File: src/rtl/mem_swap_pkg.sv
// Shared encodings for the memory swap engine: operation modes and FSM states.
package mem_swap_pkg;

  typedef enum logic [1:0] {
    OP_SWAP = 2'b00,
    OP_COPY = 2'b01,
    OP_ZERO = 2'b10,
    OP_RSVD = 2'b11
  } op_mode_t;

  typedef enum logic [1:0] {
    ST_IDLE    = 2'b00,
    ST_CAPTURE = 2'b01,
    ST_COMMIT  = 2'b10,
    ST_DONE    = 2'b11
  } state_t;

endpackage

File: src/rtl/mem_swap_array.sv
// Register-array storage: one host write port, two engine write ports,
// three combinational read ports and a synchronous clear of every word.
module mem_swap_array #(
  parameter int N    = 7,
  parameter int BITS = 8
) (
  input  logic            clk,
  input  logic            reset,
  input  logic            host_we,
  input  logic [N-1:0]    host_addr,
  input  logic [BITS-1:0] host_data,
  input  logic            a_we,
  input  logic [N-1:0]    a_addr,
  input  logic [BITS-1:0] a_data,
  input  logic            b_we,
  input  logic [N-1:0]    b_addr,
  input  logic [BITS-1:0] b_data,
  input  logic [N-1:0]    rd_h_addr,
  output logic [BITS-1:0] rd_h_data,
  input  logic [N-1:0]    rd_a_addr,
  output logic [BITS-1:0] rd_a_data,
  input  logic [N-1:0]    rd_b_addr,
  output logic [BITS-1:0] rd_b_data
);

  localparam int DEPTH = 1 << N;

  logic [BITS-1:0] mem [DEPTH];

  // Word updates; the host port and the engine ports are never active together,
  // and when both engine ports hit one address they carry the same value.
  always_ff @(posedge clk) begin
    if (reset) begin
      // NOTE: every word must really be cleared on reset, so this array is built
      // from flops rather than a RAM macro that cannot be reset.
      for (int i = 0; i < DEPTH; i++) mem[i] <= '0;
    end else begin
      // NOTE: non-blocking assignments keep each word's old value visible to
      // every reader during this edge, which is what makes reads read-before-write.
      if (host_we) mem[host_addr] <= host_data;
      if (a_we)    mem[a_addr]    <= a_data;
      if (b_we)    mem[b_addr]    <= b_data;
    end
  end

  assign rd_h_data = mem[rd_h_addr];
  assign rd_a_data = mem[rd_a_addr];
  assign rd_b_data = mem[rd_b_addr];

endmodule

File: src/rtl/mem_swap_engine.sv
// Memory swap engine: host read/write port plus a four-state operation FSM
// that swaps, copies or zeroes words; host writes are dropped while busy.
module mem_swap_engine
  import mem_swap_pkg::*;
#(
  parameter int N    = 7,
  parameter int BITS = 8
) (
  input  logic            clk,
  input  logic            reset,
  input  logic            we,
  input  logic [N-1:0]    address_w,
  input  logic [BITS-1:0] data_w,
  input  logic [N-1:0]    address_r,
  output logic [BITS-1:0] data_r,
  input  logic            op_valid,
  output logic            op_ready,
  input  logic [1:0]      op_mode,
  input  logic [N-1:0]    address_A,
  input  logic [N-1:0]    address_B,
  output logic            busy,
  output logic            done,
  output logic            op_err,
  output logic            wr_blocked
);

  state_t          state;
  op_mode_t        mode;
  logic [N-1:0]    addr_a;
  logic [N-1:0]    addr_b;
  logic [BITS-1:0] tmp_a;
  logic [BITS-1:0] tmp_b;

  logic            host_we;
  logic            a_we;
  logic            b_we;
  logic [BITS-1:0] a_data;
  logic [BITS-1:0] rd_h_data;
  logic [BITS-1:0] rd_a_data;
  logic [BITS-1:0] rd_b_data;

  // Engine write-port controls, active only during COMMIT.
  always_comb begin
    // NOTE: defaults first so every path assigns every output and no latch is inferred.
    a_we   = 1'b0;
    b_we   = 1'b0;
    a_data = tmp_b;
    if (state == ST_COMMIT) begin
      unique case (mode)
        OP_SWAP: begin a_we = 1'b1; b_we = 1'b1; end
        OP_COPY: b_we = 1'b1;
        OP_ZERO: begin a_we = 1'b1; a_data = '0; end
        default: ;
      endcase
    end
  end

  assign host_we = we && !busy;

  mem_swap_array #(.N(N), .BITS(BITS)) u_array (
    .clk       (clk),
    .reset     (reset),
    .host_we   (host_we),
    .host_addr (address_w),
    .host_data (data_w),
    .a_we      (a_we),
    .a_addr    (addr_a),
    .a_data    (a_data),
    .b_we      (b_we),
    .b_addr    (addr_b),
    .b_data    (tmp_a),
    .rd_h_addr (address_r),
    .rd_h_data (rd_h_data),
    .rd_a_addr (addr_a),
    .rd_a_data (rd_a_data),
    .rd_b_addr (addr_b),
    .rd_b_data (rd_b_data)
  );

  // Registered host read port.
  always_ff @(posedge clk) begin
    if (reset) data_r <= '0;
    else       data_r <= rd_h_data;
  end

  // Operation FSM with registered handshake and status outputs.
  always_ff @(posedge clk) begin
    if (reset) begin
      state      <= ST_IDLE;
      mode       <= OP_SWAP;
      addr_a     <= '0;
      addr_b     <= '0;
      tmp_a      <= '0;
      tmp_b      <= '0;
      op_ready   <= 1'b1;
      busy       <= 1'b0;
      done       <= 1'b0;
      op_err     <= 1'b0;
      wr_blocked <= 1'b0;
    end else begin
      done       <= 1'b0;
      op_err     <= 1'b0;
      wr_blocked <= we && busy;
      unique case (state)
        ST_IDLE: begin
          if (op_valid) begin
            mode     <= op_mode_t'(op_mode);
            addr_a   <= address_A;
            addr_b   <= address_B;
            op_ready <= 1'b0;
            busy     <= 1'b1;
            state    <= ST_CAPTURE;
          end
        end
        ST_CAPTURE: begin
          tmp_a <= rd_a_data;
          tmp_b <= rd_b_data;
          state <= ST_COMMIT;
        end
        ST_COMMIT: begin
          done   <= 1'b1;
          op_err <= (mode == OP_RSVD);
          state  <= ST_DONE;
        end
        ST_DONE: begin
          op_ready <= 1'b1;
          busy     <= 1'b0;
          state    <= ST_IDLE;
        end
        default: state <= ST_IDLE;
      endcase
    end
  end

endmodule
File: config.mk
export PLATFORM = sky130hd
export DESIGN_NAME = mem_swap_engine
export DESIGN_NICKNAME = d
export VERILOG_FILES = /design/src/rtl/mem_swap_pkg.sv /design/src/rtl/mem_swap_array.sv /design/src/rtl/mem_swap_engine.sv
export SDC_FILE = /design/constraint.sdc
export NUM_CORES = 2
export LEC_CHECK = 0
export CAP_MARGIN = 20
export CELL_PAD_IN_SITES_DETAIL_PLACEMENT = 0
export CELL_PAD_IN_SITES_GLOBAL_PLACEMENT = 1
export CORE_UTILIZATION = 24
export DETAILED_ROUTE_END_ITERATION = 8
export PLACE_DENSITY_LB_ADDON = 0.1
export SLEW_MARGIN = 10
export SYNTH_ARGS = -nofsm -noshare
export SYNTH_HDL_FRONTEND = slang
export SYNTH_SLANG_ARGS = --single-unit
export TNS_END_PERCENT = 5
File: constraint.sdc
create_clock -name clk -period 2.5 [get_ports clk]
set_input_delay 0.25 -clock clk [delete_from_list [all_inputs] [get_ports clk]]
set_output_delay 0.25 -clock clk [all_outputs]
set_load 0.02 [all_outputs]
==> impl_metrics.yaml <==
status:
  status: "finished with violations"
  violations: "negative setup slack"
critical_path:
  path_buf_inv: 6
  path_class: "flop to flop"
  timing.rr.end: "tmp_b[3]"
  path_depth: 12
  cp.required_ps: 3310
  end_kind: "flop"
  cp_max_fo: 6
  startpoint: "addr_b[0]"
  regToRegSetupSlack_ps: -570
  slowest_stage: "mux4_2"
  start_kind: "flop"
  max_stage_delay_ps: 490
  crit_end: "tmp_b[3]"
  critPathArrivalTime_ps: 3880
  reg2regPathDepth: 12
  crit_chain: "buf_16 > buf_4 > buf_12 > buf_8 > buf_8 > mux4_2 > mux2i_1 > o21ai_1 > a21oi_1 > buf_4 > nand4_1 > o221a_2"
  r2r_start: "addr_b[0]"
  crit_family: "buffers and inverters"
timing:
  holdWs_ps: 76.7
  period_minus_slack_ps: 3070
  fin_ws_ps: -571
  grt_setup_unrepaired: "yes"
  slew_violations: 0
  finalHoldViolCount: 0
  clock_skew_ps: 70.1
  finalSetupViolations: 1645
  tightest_slew_ps: 858
  max_slew_margin_pct: 42.3
  period_share_pct: 123
  clock.fmax_mhz: 326
detailed_routing:
  viasPerCell: 6.15
  first_iter_violations: 12800
  routed_wirelength_mm: 646
  route.detailed.drc: 0
  vias: 89400
  dr.pass1.iters: 8
  wl_per_cell_um: 44.5
  ant_nets: 0
logic_synthesis:
  synth_top_area_cell: "edfxtp_1"
  yosys_warnings: 0
  async_reset_ff_share_pct: 0
  synth_top_family_by_area: "compound AO/OA/AOI/OAI gates"
  ys.flop_type: "edfxtp_1"
  synth_fa_ha_area_share_pct: 0.0769
  ys_seq_area_share_pct: 39.0
  synth_compound_area_share_pct: 23.1
  yosysTopAreaCellShare_pct: 37.8
  synth_edf_count: 1024
  synth_xor_area_share_pct: 0
  yosysMostFrequentCell: "nor2_1"
  synth_nets: 8254
  ys_types: 82
  yosys-top-cells-count: "1,219 x nor2_1, 1,024 x edfxtp_1, 932 x a22oi_1"
  synthTopCellsByArea: "edfxtp_1 38%, mux4_2 13%, a22oi_1 8.6%"
  synth_area_mm2: 0.0814
  synth-seq-cells: 1071
  synth_cells: 8207
  synth_mux_area_share_pct: 19.9
  synth-simple-area-share_pct: 13.3
  synth_area_per_cell_um2: 9.91
global_routing:
  grt_max_degree: 59
  grt_first_pass_wirelength_mm: 837
  grt_pass1_vias: 82500
  overflow: 0
  grt_usage_pct: 36.6
  antenna_found_initial: 54
power_and_ir_drop:
  comb_power_share_pct: 47.1
  intPower_mw: 47.4
  power_mw: 84.3
  leakagePower_nw: 42.8
  p_seq_share_pct: 26.5
  vdd_drop_max_v: 0.000565
  power_switching_mw: 36.9
  cellPowerDensity_mw_per_mm2: 719
  p_sw_share_pct: 43.8
  power_frac_clock_pct: 26.4
clocking:
  htree_levels: 4
  cts_tree: "built"
  clock_sinks: 1071
  path_clk_slew_ps: 70
  max-clock-path-buffers: 4
  cts_inserted_buffers: 152
  clk_latency_ps: 930
  cts-root-buf: "clkbuf_16"
die:
  initial_core_util_pct: 24.2
  die_h_um: 584
  rows: 213
  die_area_mm2: 0.341
  die_w_um: 584
  core_mm2: 0.337
  io_pins: 55
placement:
  place.gp.congestion: 1.02
  port_buffers: 54
  place_hpwl_mm: 483
  dp.cells: 14100
layout:
  nNetsFinal: 9944
  fillers: 33900
  multiInputGateArea_mm2: 0.0491
  finalNonFillerCells: 14500
  seqCellArea_mm2: 0.0318
  fin_util_pct: 34.8
  drive_gt1_share_pct: 39.7
  syn2layout_area_growth_pct: 44.1
min_path:
  hp-class: "primary input to flop"
job:
  maxCapViolations: 0
worst reg2reg max path, delay by kind of cell (launching register included):
| family | cells | cell delay (ps) |
|---|---|---|
| AOI/OAI and AO/OA | 3 | 590 |
| buffers and inverters | 6 | 940 |
| DFF | 1 | 420 |
| muxes | 2 | 660 |
| and+or+nand+nor | 1 | 320 |
per-stage QoR:
step	setup slack [ps]	TNS (ps)	cell area, µm²
after global placement	-1590	-609550	106000
after floorplan	-69.3	-3300	81400
after global routing	-557	-235820	117000
after CTS	-425	-171960	115000
final	-571	-162770	117000
after detailed placement	-1430	-648300	106000
final cells by class:
class / instances / share of cell area, %
clock buffers: 189 / 3.44
repair buffers: 2420 / 22.0
inverters: 18 / 0.0726
clock inverters: 80 / 0.646
flip-flops and latches: 1071 / 27.1
diodes: 10 / 0.0213
multi-input cells: 6234 / 41.9
well taps: 4515 / 4.82
metal layers:
metal	share of wire (%)	up-vias	global-route usage (%)
li1	-	35900	-
met1	42	46300	49.8
met2	43	5940	54.7
met3	9.6	1241	8.11
met4	5.9	38	18.1
met5	0.069	-	0
power groups by stage:
stage | Combinational (mW) | Sequential (mW) | Clock, mW
finish | 39.7 | 22.4 | 22.2
floorplan | 12.1 | 21.2 | 0
CTS | 37.5 | 22.2 | 22.5
detailed placement | 35.3 | 22.6 | 0
global placement | 35.4 | 22.6 | 0
global route | 39.2 | 22.3 | 23.0
layout by cell type, fill, tap and decap left out, types with 30 or more instances in the layout:
| cell type | synthesis | routed |
|---|---|---|
| mux2i_1 | 270 | 245 |
| buf_6 | 8 | 136 |
| mux2_2 | 242 | 237 |
| edfxtp_1 | 1024 | 1024 |
| buf_4 | 50 | 1676 |
| clkdlybuf4s50_1 | 0 | 40 |
| nor3_2 | 32 | 42 |
| nor2_1 | 1219 | 1184 |
| o22ai_1 | 59 | 51 |
| a22oi_1 | 932 | 882 |
| a221oi_1 | 335 | 275 |
| a221oi_2 | 0 | 53 |
| or4_1 | 62 | 56 |
| nor2_2 | 107 | 82 |
| o21ai_1 | 0 | 34 |
| buf_12 | 0 | 497 |
| clkbuf_16 | 0 | 158 |
| clkbuf_1 | 570 | 30 |
| clkinv_1 | 6 | 33 |
| nand2_1 | 613 | 573 |
| a21oi_1 | 689 | 661 |
| nand2_2 | 17 | 37 |
| mux4_2 | 478 | 478 |
| nand3_1 | 41 | 38 |
| a221o_1 | 38 | 38 |
| o21ai_0 | 495 | 439 |
| a22oi_2 | 0 | 50 |
| nor2_4 | 1 | 61 |
| nor3_4 | 7 | 46 |
| or3_1 | 70 | 53 |
| nor3_1 | 124 | 75 |
worst min path at each step:
stage	to	startpoint	cells past startpoint
final	addr_a[6]	address_A[6]	3
after global routing	u_array.mem[60][1]	data_w[1]	3
after CTS	u_array.mem[60][1]	data_w[1]	3
after detailed placement	tmp_b[4]	tmp_b[4]	2
after global placement	tmp_b[4]	tmp_b[4]	2
after floorplan	addr_a[0]	address_A[0]	2
sequential cells by signal, indices dropped and copies added (netlist names):
name and flops:
busy 1, data_r 8, wr_blocked 1, addr_b 7, mode 2, op_err 1
op_ready 1, state 2, tmp_a 8, addr_a 7, u_array.mem 1024, done 1
tmp_b 8
timing repair:
item | in CTS | in global routing
setup endpoints to repair | 2062 | 2038
buffers inserted | 123 | 91
pin swaps | 94 | 147
hold endpoints to repair | 9 | 0
hold buffers | 5 | 0
gates resized for setup | 476 | 451
gates cloned | 8 | 4
cell families (layout without fill, tap and decap cells):
kind of cell,Yosys count,in the layout
adder cells (fa/ha/maj),5,5
AO/OA/AOI/OAI,2809,2809
AND/OR/NAND/NOR,2430,2430
other,0,10
multiplexers,990,990
flip-flops,1071,1071
buffers and inverters,902,2707
(Power assumes the default switching activity.)
